[src/rtl/hazard3_ahbl_arb_2to1_if.sv]
// AHB-Lite link between one master and one slave. Upstream CPU ports carry no
// burst or lock information, so the slave view leaves hburst/hmastlock out.
interface hazard3_ahbl_arb_2to1_if #(
  parameter int W_ADDR = 32,
  parameter int W_DATA = 32
);
  logic [W_ADDR-1:0] haddr;
  logic              hwrite;
  logic [1:0]        htrans;
  logic [2:0]        hsize;
  logic [3:0]        hprot;
  logic              hexcl;
  logic [2:0]        hburst;
  logic              hmastlock;
  logic [W_DATA-1:0] hwdata;
  logic              hready;
  logic              hresp;
  logic              hexokay;
  logic [W_DATA-1:0] hrdata;

  modport master (
    output haddr, hwrite, htrans, hsize, hprot, hexcl, hburst, hmastlock, hwdata,
    input  hready, hresp, hexokay, hrdata
  );

  modport slave (
    input  haddr, hwrite, htrans, hsize, hprot, hexcl, hwdata,
    output hready, hresp, hexokay, hrdata
  );
endinterface

[src/rtl/hazard3_ahbl_arb_2to1.sv]
// Fixed-priority (s0 over s1) 2:1 AHB-Lite arbiter. Uncontended requests pass
// straight through; a losing address phase is buffered and replayed later.
//
// Handshake: an upstream request is taken when (htrans & NSEQ) && hready on that
// port; a downstream address phase is taken when m.htrans is NSEQ and m.hready is
// high, after which that source owns the next data phase.
module hazard3_ahbl_arb_2to1 #(
  parameter int W_ADDR = 32,
  parameter int W_DATA = 32
) (
  input  logic clk,
  input  logic rst,
  hazard3_ahbl_arb_2to1_if.slave  s0,
  hazard3_ahbl_arb_2to1_if.slave  s1,
  hazard3_ahbl_arb_2to1_if.master m,
  output logic [1:0] dbg_buf_vld,
  output logic [1:0] dbg_dph_own
);

  typedef enum logic [1:0] {
    OWN_NONE = 2'd0,
    OWN_S0   = 2'd1,
    OWN_S1   = 2'd2
  } own_t;

  typedef enum logic [2:0] {
    APH_NONE  = 3'd0,
    APH_LIVE0 = 3'd1,
    APH_LIVE1 = 3'd2,
    APH_BUF0  = 3'd3,
    APH_BUF1  = 3'd4
  } aph_t;

  typedef struct packed {
    logic [W_ADDR-1:0] haddr;
    logic              hwrite;
    logic [2:0]        hsize;
    logic [3:0]        hprot;
    logic              hexcl;
  } req_t;

  localparam logic [1:0] HTRANS_IDLE = 2'b00;
  localparam logic [1:0] HTRANS_NSEQ = 2'b10;

  req_t live_req0, live_req1;
  req_t buf_req0, buf_req1;
  req_t m_req;
  logic buf_vld0, buf_vld1;
  own_t dph_own;
  aph_t hold_q;
  aph_t aph_src;
  aph_t cand0, cand1;
  logic live0, live1;

  assign live_req0 = '{haddr: s0.haddr, hwrite: s0.hwrite, hsize: s0.hsize,
                       hprot: s0.hprot, hexcl: s0.hexcl};
  assign live_req1 = '{haddr: s1.haddr, hwrite: s1.hwrite, hsize: s1.hsize,
                       hprot: s1.hprot, hexcl: s1.hexcl};

  // A port with a pending buffer is stalled until the buffer issues and completes.
  assign s0.hready = (dph_own == OWN_S0) ? m.hready : !buf_vld0;
  assign s1.hready = (dph_own == OWN_S1) ? m.hready : !buf_vld1;

  assign live0 = ((s0.htrans & HTRANS_NSEQ) != HTRANS_IDLE) && s0.hready;
  assign live1 = ((s1.htrans & HTRANS_NSEQ) != HTRANS_IDLE) && s1.hready;

  // A buffered request already shown during a stall stays on m until taken.
  always_comb begin
    cand0   = APH_NONE;
    cand1   = APH_NONE;
    aph_src = APH_NONE;
    if (buf_vld0)
      cand0 = APH_BUF0;
    else if (live0 && m.hready)
      cand0 = APH_LIVE0;
    if (buf_vld1)
      cand1 = APH_BUF1;
    else if (live1 && m.hready)
      cand1 = APH_LIVE1;
    if (hold_q != APH_NONE)
      aph_src = hold_q;
    else if (cand0 != APH_NONE)
      aph_src = cand0;
    else
      aph_src = cand1;
  end

  always_comb begin
    m_req = '0;
    case (aph_src)
      APH_LIVE0: m_req = live_req0;
      APH_LIVE1: m_req = live_req1;
      APH_BUF0:  m_req = buf_req0;
      APH_BUF1:  m_req = buf_req1;
      default:   m_req = '0;
    endcase
  end

  assign m.haddr     = m_req.haddr;
  assign m.hwrite    = m_req.hwrite;
  assign m.hsize     = m_req.hsize;
  assign m.hprot     = m_req.hprot;
  assign m.hexcl     = m_req.hexcl;
  assign m.htrans    = (aph_src != APH_NONE) ? HTRANS_NSEQ : HTRANS_IDLE;
  assign m.hburst    = 3'b000;
  assign m.hmastlock = 1'b0;

  assign m.hwdata = (dph_own == OWN_S0) ? s0.hwdata :
                    (dph_own == OWN_S1) ? s1.hwdata : '0;

  assign s0.hrdata  = m.hrdata;
  assign s1.hrdata  = m.hrdata;
  assign s0.hresp   = m.hresp   && (dph_own == OWN_S0);
  assign s1.hresp   = m.hresp   && (dph_own == OWN_S1);
  assign s0.hexokay = m.hexokay && (dph_own == OWN_S0);
  assign s1.hexokay = m.hexokay && (dph_own == OWN_S1);

  always_ff @(posedge clk) begin
    if (rst) begin
      buf_vld0 <= 1'b0;
      buf_vld1 <= 1'b0;
      buf_req0 <= '0;
      buf_req1 <= '0;
      dph_own  <= OWN_NONE;
      hold_q   <= APH_NONE;
    end else begin
      if (live0 && aph_src != APH_LIVE0) begin
        buf_req0 <= live_req0;
        buf_vld0 <= 1'b1;
      end else if (m.hready && aph_src == APH_BUF0) begin
        buf_vld0 <= 1'b0;
      end

      if (live1 && aph_src != APH_LIVE1) begin
        buf_req1 <= live_req1;
        buf_vld1 <= 1'b1;
      end else if (m.hready && aph_src == APH_BUF1) begin
        buf_vld1 <= 1'b0;
      end

      if (m.hready) begin
        hold_q <= APH_NONE;
        case (aph_src)
          APH_LIVE0, APH_BUF0: dph_own <= OWN_S0;
          APH_LIVE1, APH_BUF1: dph_own <= OWN_S1;
          default:             dph_own <= OWN_NONE;
        endcase
      end else begin
        hold_q <= aph_src;
      end
    end
  end

  assign dbg_buf_vld = {buf_vld1, buf_vld0};
  assign dbg_dph_own = dph_own;

endmodule

[src/flat_wrapper.sv]
// flat-port wrapper written by rule: the top's interface ports become plain ports
module hazard3_ahbl_arb_2to1_flat 
#(
  parameter int W_ADDR = 32,
  parameter int W_DATA = 32
)
  (clk, rst, dbg_buf_vld, dbg_dph_own, s0_haddr, s0_hwrite, s0_htrans, s0_hsize, s0_hprot, s0_hexcl, s0_hwdata, s0_hready, s0_hresp, s0_hexokay, s0_hrdata, s1_haddr, s1_hwrite, s1_htrans, s1_hsize, s1_hprot, s1_hexcl, s1_hwdata, s1_hready, s1_hresp, s1_hexokay, s1_hrdata, m_haddr, m_hwrite, m_htrans, m_hsize, m_hprot, m_hexcl, m_hburst, m_hmastlock, m_hwdata, m_hready, m_hresp, m_hexokay, m_hrdata);
  hazard3_ahbl_arb_2to1_if #(.W_ADDR(W_ADDR), .W_DATA(W_DATA)) s0_i ();
  hazard3_ahbl_arb_2to1_if #(.W_ADDR(W_ADDR), .W_DATA(W_DATA)) s1_i ();
  hazard3_ahbl_arb_2to1_if #(.W_ADDR(W_ADDR), .W_DATA(W_DATA)) m_i ();
  input  logic clk;
  input  logic rst;
  output logic [1:0] dbg_buf_vld;
  output logic [1:0] dbg_dph_own;
  input wire logic [$bits(s0_i.haddr)-1:0] s0_haddr;
  input wire logic [$bits(s0_i.hwrite)-1:0] s0_hwrite;
  input wire logic [$bits(s0_i.htrans)-1:0] s0_htrans;
  input wire logic [$bits(s0_i.hsize)-1:0] s0_hsize;
  input wire logic [$bits(s0_i.hprot)-1:0] s0_hprot;
  input wire logic [$bits(s0_i.hexcl)-1:0] s0_hexcl;
  input wire logic [$bits(s0_i.hwdata)-1:0] s0_hwdata;
  output wire logic [$bits(s0_i.hready)-1:0] s0_hready;
  output wire logic [$bits(s0_i.hresp)-1:0] s0_hresp;
  output wire logic [$bits(s0_i.hexokay)-1:0] s0_hexokay;
  output wire logic [$bits(s0_i.hrdata)-1:0] s0_hrdata;
  input wire logic [$bits(s1_i.haddr)-1:0] s1_haddr;
  input wire logic [$bits(s1_i.hwrite)-1:0] s1_hwrite;
  input wire logic [$bits(s1_i.htrans)-1:0] s1_htrans;
  input wire logic [$bits(s1_i.hsize)-1:0] s1_hsize;
  input wire logic [$bits(s1_i.hprot)-1:0] s1_hprot;
  input wire logic [$bits(s1_i.hexcl)-1:0] s1_hexcl;
  input wire logic [$bits(s1_i.hwdata)-1:0] s1_hwdata;
  output wire logic [$bits(s1_i.hready)-1:0] s1_hready;
  output wire logic [$bits(s1_i.hresp)-1:0] s1_hresp;
  output wire logic [$bits(s1_i.hexokay)-1:0] s1_hexokay;
  output wire logic [$bits(s1_i.hrdata)-1:0] s1_hrdata;
  output wire logic [$bits(m_i.haddr)-1:0] m_haddr;
  output wire logic [$bits(m_i.hwrite)-1:0] m_hwrite;
  output wire logic [$bits(m_i.htrans)-1:0] m_htrans;
  output wire logic [$bits(m_i.hsize)-1:0] m_hsize;
  output wire logic [$bits(m_i.hprot)-1:0] m_hprot;
  output wire logic [$bits(m_i.hexcl)-1:0] m_hexcl;
  output wire logic [$bits(m_i.hburst)-1:0] m_hburst;
  output wire logic [$bits(m_i.hmastlock)-1:0] m_hmastlock;
  output wire logic [$bits(m_i.hwdata)-1:0] m_hwdata;
  input wire logic [$bits(m_i.hready)-1:0] m_hready;
  input wire logic [$bits(m_i.hresp)-1:0] m_hresp;
  input wire logic [$bits(m_i.hexokay)-1:0] m_hexokay;
  input wire logic [$bits(m_i.hrdata)-1:0] m_hrdata;
  assign s0_i.haddr = s0_haddr;
  assign s0_i.hwrite = s0_hwrite;
  assign s0_i.htrans = s0_htrans;
  assign s0_i.hsize = s0_hsize;
  assign s0_i.hprot = s0_hprot;
  assign s0_i.hexcl = s0_hexcl;
  assign s0_i.hwdata = s0_hwdata;
  assign s0_hready = s0_i.hready;
  assign s0_hresp = s0_i.hresp;
  assign s0_hexokay = s0_i.hexokay;
  assign s0_hrdata = s0_i.hrdata;
  assign s1_i.haddr = s1_haddr;
  assign s1_i.hwrite = s1_hwrite;
  assign s1_i.htrans = s1_htrans;
  assign s1_i.hsize = s1_hsize;
  assign s1_i.hprot = s1_hprot;
  assign s1_i.hexcl = s1_hexcl;
  assign s1_i.hwdata = s1_hwdata;
  assign s1_hready = s1_i.hready;
  assign s1_hresp = s1_i.hresp;
  assign s1_hexokay = s1_i.hexokay;
  assign s1_hrdata = s1_i.hrdata;
  assign m_haddr = m_i.haddr;
  assign m_hwrite = m_i.hwrite;
  assign m_htrans = m_i.htrans;
  assign m_hsize = m_i.hsize;
  assign m_hprot = m_i.hprot;
  assign m_hexcl = m_i.hexcl;
  assign m_hburst = m_i.hburst;
  assign m_hmastlock = m_i.hmastlock;
  assign m_hwdata = m_i.hwdata;
  assign m_i.hready = m_hready;
  assign m_i.hresp = m_hresp;
  assign m_i.hexokay = m_hexokay;
  assign m_i.hrdata = m_hrdata;
  hazard3_ahbl_arb_2to1 #(.W_ADDR(W_ADDR), .W_DATA(W_DATA)) u_core (.clk(clk), .rst(rst), .s0(s0_i), .s1(s1_i), .m(m_i), .dbg_buf_vld(dbg_buf_vld), .dbg_dph_own(dbg_dph_own));
endmodule
[config.mk]
export PLATFORM = sky130hd
export DESIGN_NAME = hazard3_ahbl_arb_2to1_flat
export DESIGN_NICKNAME = d
export VERILOG_FILES = /design/src/rtl/hazard3_ahbl_arb_2to1_if.sv /design/src/rtl/hazard3_ahbl_arb_2to1.sv /design/src/flat_wrapper.sv
export SDC_FILE = /design/constraint.sdc
export NUM_CORES = 1
export LEC_CHECK = 0
export BUFFER_PORTS_ARGS = -buffer_cell sky130_fd_sc_hd__buf_2
export CAP_MARGIN = 5
export CORE_AREA = 5 5 128 130
export DETAILED_ROUTE_END_ITERATION = 12
export DIE_AREA = 0 0 133 135
export PLACE_DENSITY_LB_ADDON = 0.12
export SYNTH_ARGS = -nofsm -noshare
export SYNTH_HDL_FRONTEND = slang
export SYNTH_SLANG_ARGS = --single-unit
[constraint.sdc]
create_clock -name clk -period 2.05 [get_ports clk]
set_input_delay 0 -clock clk [delete_from_list [all_inputs] [get_ports clk]]
set_output_delay 0 -clock clk [all_outputs]
set_load 0.02 [all_outputs]
Word-level counts from Yosys, hierarchy flattened
Index checks and enable logic that the tools add are counted.
{"block": "word_totals", "reg_bits": 89, "in_bits": 187, "out_inout_bits": 153}
{"block": "op_classes", "reduce_logical": 22, "mux": 17, "eq_ne": 8}
{"op": "one-hot mux 41 bit (4 select lines)", "count": 1}
{"op": "2-to-1 mux 32 bit", "count": 2}
{"op": "logical AND 1 bit", "count": 12}
{"op": "2-to-1 mux 3 bit", "count": 3}
{"op": "nonzero test 3 bit", "count": 3}
{"op": "2-to-1 mux 1 bit", "count": 7}
{"op": "equality test 3 x 2 -> 1 bit, second input constant", "count": 2}
{"op": "2-to-1 mux 2 bit", "count": 3}
{"op": "OR reduction 2 bit", "count": 3}
{"op": "one-hot mux 2 bit (2 select lines)", "count": 1}
{"op": "nonzero test 2 bit", "count": 2}
{"op": "equality test 3 x 1 -> 1 bit, second input constant", "count": 1}
{"op": "equality test 3 bit, second input constant", "count": 1}
{"op": "!= test 3 x 1 -> 1 bit, second input constant", "count": 1}
{"op": "!= test 3 x 2 -> 1 bit, second input constant", "count": 1}
{"op": "equality test 2 x 1 -> 1 bit, second input constant", "count": 1}
{"op": "equality test 2 bit, second input constant", "count": 1}
{"op": "logical NOT 1 bit", "count": 2}

Logic depth before layout (Yosys ltp)
Gate-level depths: netlist (run 1).
{"block": "depth", "ltp_word": 13, "ltp_mapped": 7, "ltp_nobuf": 4}

Worst setup path before layout (run 1)
No wires, ideal clock.
{"block": "synth_path", "path_type": "register to register", "from": "register u_core.dph_own[0] (netlist: u_core.dbg_dph_own[0])", "to": "register u_core.buf_req0[0] in the netlist's numbering", "setup_ps": 72, "arrival_time_ps": 1950, "slack_ps": 28, "n_path_buf": 3, "stages_incl_launch_ff": 8, "required_time_ps": 1978, "cell_sequence": "dfxtp_1 > nor2b_1 > buf_2 > mux2i_1 > and3b_1 > buf_6 > buf_12 > mux2i_1"}
{"block": "synth_via", "elab_chain_cells": 11, "elab_cells_between_ends": 17, "cone_classes": "3 x eq/ne; 8 x mux; 6 x reduce/logical"}
{"element": "start, declared", "line": "hazard3_ahbl_arb_2to1.sv:49", "source": "own_t dph_own;"}
{"element": "start signal, assigned", "line": "hazard3_ahbl_arb_2to1.sv:124", "source": "dph_own <= OWN_NONE;"}
{"element": "start signal, assigned", "line": "hazard3_ahbl_arb_2to1.sv:144", "source": "APH_LIVE0, APH_BUF0: dph_own <= OWN_S0;"}
{"element": "start signal, assigned", "line": "hazard3_ahbl_arb_2to1.sv:145", "source": "APH_LIVE1, APH_BUF1: dph_own <= OWN_S1;"}
{"element": "equality test 2 x 1 -> 1 bit *", "line": "hazard3_ahbl_arb_2to1.sv:61", "source": "assign s0.hready = (dph_own == OWN_S0) ? m.hready : !buf_vld0;"}
{"element": "2-to-1 mux 1 bit *", "line": "hazard3_ahbl_arb_2to1.sv:61"}
{"element": "named net s0_hready", "line": "flat_wrapper.sv:22", "source": "output wire logic [$bits(s0_i.hready)-1:0] s0_hready;"}
{"element": "logical AND 1 bit *", "line": "hazard3_ahbl_arb_2to1.sv:64", "source": "assign live0 = ((s0.htrans & HTRANS_NSEQ) != HTRANS_IDLE) && s0.hready;"}
{"element": "logical AND 1 bit", "line": "hazard3_ahbl_arb_2to1.sv:74", "source": "else if (live0 && m.hready)"}
{"element": "2-to-1 mux 1 bit", "line": "hazard3_ahbl_arb_2to1.sv:74"}
{"element": "2-to-1 mux 2 bit", "line": "hazard3_ahbl_arb_2to1.sv:72", "source": "if (buf_vld0)"}
{"element": "nonzero test 3 bit", "line": "hazard3_ahbl_arb_2to1.sv:82", "source": "else if (cand0 != APH_NONE)"}
{"element": "2-to-1 mux 3 bit", "line": "hazard3_ahbl_arb_2to1.sv:82"}
{"element": "2-to-1 mux 3 bit", "line": "hazard3_ahbl_arb_2to1.sv:80", "source": "if (hold_q != APH_NONE)"}
{"element": "!= test 3 x 1 -> 1 bit", "line": "hazard3_ahbl_arb_2to1.sv:127", "source": "if (live0 && aph_src != APH_LIVE0) begin"}
{"element": "logical AND 1 bit *", "line": "hazard3_ahbl_arb_2to1.sv:127"}
{"element": "end signal, assigned", "line": "hazard3_ahbl_arb_2to1.sv:128", "source": "buf_req0 <= live_req0;"}
{"element": "end, declared", "line": "hazard3_ahbl_arb_2to1.sv:46", "source": "req_t buf_req0, buf_req1;"}
Mark *: on every way through the listed nets, which the timed path passes. The rest lies on a longest branch.
A chain may end at the register's enable or synchronous reset.

Worst setup path in the final report (run 1)
{"block": "layout_path", "from": "register u_core.buf_vld0", "to": "output m_hprot[1]"}
{"block": "layout_via", "elab_chain_cells": 11, "elab_cells_between_ends": 14, "cone_classes": "4 x eq/ne; 6 x mux; 4 x reduce/logical"}
{"element": "start, declared", "line": "hazard3_ahbl_arb_2to1.sv:48", "source": "logic buf_vld0, buf_vld1;"}
{"element": "start signal, assigned", "line": "hazard3_ahbl_arb_2to1.sv:120", "source": "buf_vld0 <= 1'b0;"}
{"element": "start signal, assigned", "line": "hazard3_ahbl_arb_2to1.sv:129", "source": "buf_vld0 <= 1'b1;"}
{"element": "start signal, assigned", "line": "hazard3_ahbl_arb_2to1.sv:131", "source": "buf_vld0 <= 1'b0;"}
{"element": "logical NOT 1 bit", "line": "hazard3_ahbl_arb_2to1.sv:61"}
{"element": "2-to-1 mux 1 bit", "line": "hazard3_ahbl_arb_2to1.sv:61"}
{"element": "logical AND 1 bit", "line": "hazard3_ahbl_arb_2to1.sv:64"}
{"element": "logical AND 1 bit", "line": "hazard3_ahbl_arb_2to1.sv:74"}
{"element": "2-to-1 mux 1 bit", "line": "hazard3_ahbl_arb_2to1.sv:74"}
{"element": "2-to-1 mux 2 bit *", "line": "hazard3_ahbl_arb_2to1.sv:72"}
{"element": "nonzero test 3 bit", "line": "hazard3_ahbl_arb_2to1.sv:82"}
{"element": "2-to-1 mux 3 bit *", "line": "hazard3_ahbl_arb_2to1.sv:82"}
{"element": "2-to-1 mux 3 bit *", "line": "hazard3_ahbl_arb_2to1.sv:80"}
{"element": "equality test 3 bit (tied with other cells)", "line": "hazard3_ahbl_arb_2to1.sv:90", "source": "case (aph_src)"}
{"element": "one-hot mux 41 bit (4 select lines) *", "line": "hazard3_ahbl_arb_2to1.sv:90"}
{"element": "end, declared", "line": "flat_wrapper.sv:41", "source": "output wire logic [$bits(m_i.hprot)-1:0] m_hprot;"}
Every way passes the cells marked *; elsewhere a longest branch is shown, timed or not.

==> results by group, run 1 <==
Global route
  • Initial antenna violation count: 3
  • Total track usage: 24.1%
  • Vias in the first global route: 5761
  • Largest net degree at the start of global routing: 84
  • GRT overflow: 0
  • First-pass GRT wire length: 33700 microns

Setup path
  • CP max FO: 5
  • Kind of end point of the critical path: output port
  • Setup Crit Path Kind: flip-flop to output port
  • Crit start category: flip-flop
  • Required @ worst endpoint: 2.05 ns
  • CP arrival: 2.02 ns

Place
  • Pre-CTS setup slack: 0.0804 ns
  • Final GP Congestion: 0.947
  • Post-Place Cell Area: 6750 sq um
  • Dpl cells: 975
  • HPWL Detailed: 16500 microns
  • # port buffers: 236

Timing
  • Final hold slack: 0.00000916 ns
  • F_max: 0.495 GHz
  • Hold Fails Final Rpt: 0
  • Pins Over Slew Limit: 0
  • Final setup viols: 0
  • Crit share post-route: 98.5%
  • Worst setup margin: 0.0309 ns
  • Tmin final: 2.02 ns
  • Setup TNS Final: 0 ns
  • Setup Skew: 0.00422 ns

Synthesis
  • Register area share after synthesis: 30.0%
  • Post-synth EDFFs: 0
  • Synth Warn #: 0
  • Post-Syn Area per Cell: 8.96 sq um
  • Main synth FF type: dfxtp_1
  • Post-Syn Area: 5940 sq um
  • Synth cell count leaders: dfxtp_1, nand2b_1, buf_4
  • Async set or reset register ratio after synthesis: 0%
  • Synth cell types: 48
  • Yosys top cell area share: 30.0%
  • Area leader, netlist: dfxtp_1
  • Count leader, synth: dfxtp_1
  • Post-synthesis register bit count: 89
  • Top post-synthesis cells by area: dfxtp_1, a22o_1, buf_4
  • Syn Inst Count: 663

Power and ir drop
  • Peak VDD IR: 0.516 mV
  • Psw: 1.97 mW
  • Overall power: 5.74 mW
  • Combinational share of power: 38.5%
  • P_int: 3.77 mW
  • Leak: 3.63 nW
  • Switch share: 34.3%
  • Clock share of power: 27.2%
  • Pwr/cell area: 711 nW/um^2
  • Sequential Power Share: 34.3%

Clocking
  • Clock Path Buffers: 2
  • Clk_lat worst skew: 0.34 ns
  • H-tree levels: 3
  • Sink Count: 89
  • CTS tree: done
  • CTS Buf Count: 9
  • Root Driver: clkbuf_16
  • Reg clk slew, reported paths: 0.06 ns

Floorplan
  • Rows: 45
  • Core box area: 15000 sq um
  • Die X: 133 microns
  • Die area: 18000 sq um
  • Ports: 340
  • Initial Util: 39.5%
  • Die H: 135 microns

Outcome
  • Outcome: finished, final reports clean

Detailed routing
  • DR DRC count: 0
  • Vias per inst: 5.52
  • Antenna viol nets, final: 0
  • Initial DRC Count: 406
  • Via count: 6001
  • Final WL: 23100 microns
  • Avg WL per Cell: 21.2 microns
  • Pre-Repair DR Iteration Count: 5

Final layout
  • Number of fill cells in the layout: 1427
  • Non-Filler Instances: 1088
  • Share of layout cells above drive strength 1: 38.1%
  • Fin util: 53.8%
  • Final Cell Area: 8080 sq um
  • Multi-input gate area: 3300 sq um
  • Register area: 1790 sq um
  • Synthesis-to-layout area growth: 36.0%
  • Nets: 1081

Worst hold path
  • Worst hold path type: primary input to output port

Job
  • # Max-Cap Violations: 0
[layout make-up]
| cell class | instances | area share (%) |
|---|---|---|
| multi-input cells | 429 | 40.9 |
| repair buffers | 351 | 29.9 |
| flip-flops and latches | 89 | 22.2 |
| clock buffers | 13 | 3.22 |
| well taps | 188 | 2.91 |
| inverters | 14 | 0.650 |
| clock inverters | 2 | 0.170 |
| diodes | 2 | 0.0619 |
[sequential cells by signal, summed over array words and instances (netlist names)]
name,flops
u_core.buf_vld0,1
u_core.buf_req1,41
u_core.buf_vld1,1
u_core.dbg_dph_own,2
u_core.buf_req0,41
u_core.hold_q,3
[cells in the final DEF, fill, tap and decap left out, types with 10 or more instances in the layout]
cell / count
a21bo_2: 36
a21oi_1: 46
a221o_1: 35
a22o_1: 66
buf_12: 11
buf_2: 233
buf_4: 22
clkbuf_16: 10
dfxtp_1: 85
dlygate4sd3_1: 82
inv_1: 14
mux2i_1: 42
nand2b_1: 85
nand3_1: 42
[layer usage]
layer | share of wire, % | GRT usage (%) | wire (microns) | vias to the layer above
met2 | 49 | 41.1 | 11300 | 274
met3 | 7.7 | 6.63 | 1770 | 31
met4 | 1.2 | 4.85 | 277 | 2
met5 | 0.056 | 0 | 13 | -
li1 | - | - | - | 2793
met1 | 42 | 30.6 | 9730 | 2901
[path summary, 6_finish.rpt]
| check | start | endpoint | slack, ns | cells past startpoint |
|---|---|---|---|---|
| worst min-delay path | m_hrdata[20] | s0_hrdata[20] | 0.000009 | 0 |
| worst max register to register | u_core.dbg_dph_own[0] | u_core.buf_req0[24] | 0.23 | 5 |
| worst min register to register | u_core.buf_req0[9] | u_core.buf_req0[9] | 0.48 | 2 |
| worst max-delay path | u_core.buf_vld0 | m_hprot[1] | 0.03 | 6 |
[power groups by stage]
stage / combinational (mW) / sequential [mW] / clock [mW]
2_1_floorplan: 1.50 / 1.98 / 0
3_3_place_gp: 1.92 / 2.00 / 0
3_5_place_dp: 1.95 / 2.00 / 0
4_1_cts: 2.15 / 1.97 / 1.62
5_1_grt: 2.36 / 1.98 / 1.69
6_report: 2.21 / 1.97 / 1.56
[critical path, cell delays in order (launching register included)]
cell and delay (ns):
dfxtp_4 0.36, a21oi_1 0.23, buf_4 0.19, a32oi_2 0.20
o22a_1 0.23, o21ai_0 0.24, buf_2 0.23
[cells by family after synthesis]
kind of cell | Yosys count | share of synthesized area, %
other | 1 | 0.0631
buffers and inverters | 150 | 16.1
multiplexers | 42 | 7.07
AO/OA/AOI/OAI | 222 | 30.7
AND/OR/NAND/NOR | 159 | 16.0
flip-flops | 89 | 30.0
[what timing repair did]
action / in CTS / in global routing
pin swaps: 3 / 2
hold buffers: 82 / 0
endpoints found under the setup margin: 40 / 39
setup buffers: 6 / 6
gates resized for setup: 10 / 16
gates cloned: 1 / 1
endpoints found under the hold margin: 82 / 0
Note: power is estimated with default switching activity, not from simulation.
==> run 2: changes to the inputs <==
--- a/config.mk
+++ b/config.mk
@@ -10,2 +10,3 @@
 export CORE_AREA = 5 5 128 130
+export CTS_CLUSTER_SIZE = 10
 export DETAILED_ROUTE_END_ITERATION = 12
==> constraint.sdc (replaced) <==
create_clock -name clk -period 2.05 [get_ports clk]
set_input_delay 0.205 -clock clk [delete_from_list [all_inputs] [get_ports clk]]
set_output_delay 0.205 -clock clk [all_outputs]
set_load 0.02 [all_outputs]
==> run 2 against run 1 <==
The flow now finishes with violations (setup timing); clock power increased by 18%; cell count shrank 5.1%; first-iteration DRC count down 23%; clock-buffer cell count shrank 3; worst setup slack worse by 0.15 ns; via count fell by 2.3%; clock skew increased by 0.0047 ns; largest cell class unchanged; total power grew 11%; flip-flop and latch count is the same; combinational power is 16% higher.
==> results by group, run 2 (synthesized netlist as in run 1, its figures left out) <==
Clocking
  • Sink Count: 89 (unchanged)
  • Reg clk slew, reported paths: 0.07 ns (about the same)
  • H-tree levels: 3 (unchanged)
  • Root Driver: clkbuf_16
  • CTS Buf Count: 9 (unchanged)
  • Clock Path Buffers: 2 (unchanged)
  • CTS tree: done
  • Clk_lat worst skew: 0.35 ns (about the same)
  • # hold bufs at CTS: 0 (-100%)

Floorplan
  • Rows: 45 (unchanged)
  • Die H: 135 microns (unchanged)
  • Die X: 133 microns (unchanged)
  • Initial Util: 39.5% (unchanged)
  • Die area: 18000 sq um (unchanged)
  • Ports: 340 (unchanged)
  • Core box area: 15000 sq um (unchanged)

Detailed routing
  • Via count: 5864 (-2.3%)
  • Avg WL per Cell: 22.9 microns (+7.6%)
  • Pre-Repair DR Iteration Count: 5 (unchanged)
  • Vias per inst: 5.68 (+2.9%)
  • Initial DRC Count: 312 (-23%)
  • Final WL: 23600 microns (+2.1%)
  • DR DRC count: 0 (unchanged)
  • Antenna viol nets, final: 0 (unchanged)

Global route
  • GRT overflow: 0 (unchanged)
  • Vias in the first global route: 5872 (+1.9%)
  • Total track usage: 25.2% (+1.1 points)
  • Initial antenna violation count: 7 (+4)
  • Largest net degree at the start of global routing: 84 (unchanged)
  • First-pass GRT wire length: 34700 microns (+3.2%)

Power and ir drop
  • Switch share: 33.3% (-1.0 points)
  • P_int: 4.25 mW (+13%)
  • Peak VDD IR: 0.502 mV (-2.7%)
  • Psw: 2.12 mW (+7.6%)
  • Leak: 3.59 nW (-1.0%)
  • Clock share of power: 28.9% (+1.7 points)
  • Combinational share of power: 40.3% (+1.8 points)
  • Pwr/cell area: 787 nW/um^2 (+11%)
  • Overall power: 6.37 mW (+11%)
  • Sequential Power Share: 30.9% (-3.4 points)

Place
  • HPWL Detailed: 16700 microns (+1.3%)
  • Final GP Congestion: 0.915 (-3.4%)
  • # port buffers: 236 (unchanged)
  • Post-Place Cell Area: 6850 sq um (+1.6%)
  • Pre-CTS setup slack: -0.145 ns (-0.225 ns)

Job
  • # Max-Cap Violations: 0 (unchanged)

Setup path
  • Kind of end point of the critical path: output port
  • Setup Crit Path Kind: flip-flop to output port
  • Reg-to-reg startpoint: u_core.hold_q[1]
  • CP arrival: 1.96 ns (-0.06 ns)
  • Worst setup path startpoint: u_core.buf_vld0
  • CP max FO: 9 (+4)
  • Crit start category: flip-flop
  • Required @ worst endpoint: 1.85 ns (-0.20 ns)

Timing
  • Crit share post-route: 106% (+7.2 points)
  • Unrepaired setup endpoints after global routing: yes
  • Tmin final: 2.17 ns (+0.147 ns)
  • F_max: 0.462 GHz (-6.8%)
  • Hold Fails Final Rpt: 0 (unchanged)
  • Worst setup margin: -0.116 ns (-0.147 ns)
  • Final hold slack: 0.113 ns (+0.113 ns)
  • Pins Over Slew Limit: 0 (unchanged)
  • Final setup viols: 36 (+36)
  • Setup Skew: 0.00893 ns (+0.00472 ns)

Final layout
  • Fin util: 53.8% (+0.083 points)
  • Top flop regs: u_core.buf_req0 (41), u_core.buf_req1 (41), u_core.hold_q (3)
  • Nets: 1024 (-5.3%)
  • Most frequent cells in the layout: buf_2, dfxtp_1, nand2b_1
  • Synthesis-to-layout area growth: 36.2%
  • Most common cell after layout, fill and taps aside: buf_2
  • Final Cell Area: 8090 sq um (+0.15%)
  • Share of layout cells above drive strength 1: 45.5% (+7.4 points)

Worst hold path
  • Worst hold path type: primary input to flip-flop
  • Worst hold start: s1_haddr[20]

Outcome
  • Outcome: complete, but fails checks
  • Failing checks: setup timing
## run 2: cell types whose count changed in the layout (fill, tap and decap cells not counted), sizes merged
| cell | before | now |
|---|---|---|
| clkinvlp | 0 | 1 |
| clkbuf | 14 | 10 |
| dlygate4sd3 | 82 | 0 |
| bufinv | 0 | 2 |
| inv | 14 | 15 |
| diode | 2 | 3 |
| buf | 268 | 294 |
## run 2: worst max-delay path, cell delays in order (launching register included)
cell and delay (ns):
dfxtp_2 0.33, buf_6 0.12, nand3b_4 0.14, a21oi_4 0.07, buf_6 0.14, buf_12 0.14, a22o_1 0.23, a221o_1 0.29
buf_6 0.14
## run 2: final timing paths
kind	end	slack (ns)	cells after the start
worst max register to register	u_core.buf_vld0	0.24	7
worst max-delay path	m_haddr[30]	-0.12	8
worst min-delay path	u_core.buf_req1[29]	0.11	3
worst min register to register	u_core.buf_req0[1]	0.47	2
## run 2: stage by stage
step | TNS (ns) | cells
floorplan | 0 | 667
global placement | -1.34 | 986
detailed placement | -3.79 | 986
CTS | -3.58 | 1029
global route | -5.56 | 1032
finish | -3.19 | 1033
## run 2: layout make-up
cell class	instances	area [sq um]
clock buffers	10	239
multi-input cells	429	3410
inverters	14	55.1
clock inverters	6	90.1
repair buffers	294	2260
well taps	188	235
flip-flops and latches	89	1790
diodes	3	7.51
fillers	1373	6940
## run 2: repair_timing
item	CTS	global route
pin swaps	31	17
setup buffers	20	1
endpoints found under the setup margin	41	45
cloned	8	0
gates resized for setup	133	16
## run 2: power by group through the flow
stage	Combinational [mW]	Clock [mW]	Sequential (mW)
floorplan	1.50	0	1.98
global placement	1.96	0	1.99
detailed placement	1.99	0	2.00
CTS	2.52	1.88	1.96
global route	2.71	1.94	1.98
finish	2.56	1.84	1.97
## run 2: metal layers
layer | up-vias | wire, microns | global-route usage (%)
li1 | 2698 | - | -
met1 | 2872 | 9760 | 30.2
met2 | 258 | 11300 | 42.0
met3 | 32 | 2030 | 9.69
met4 | 4 | 453 | 6.76
met5 | - | 26 | 2.22
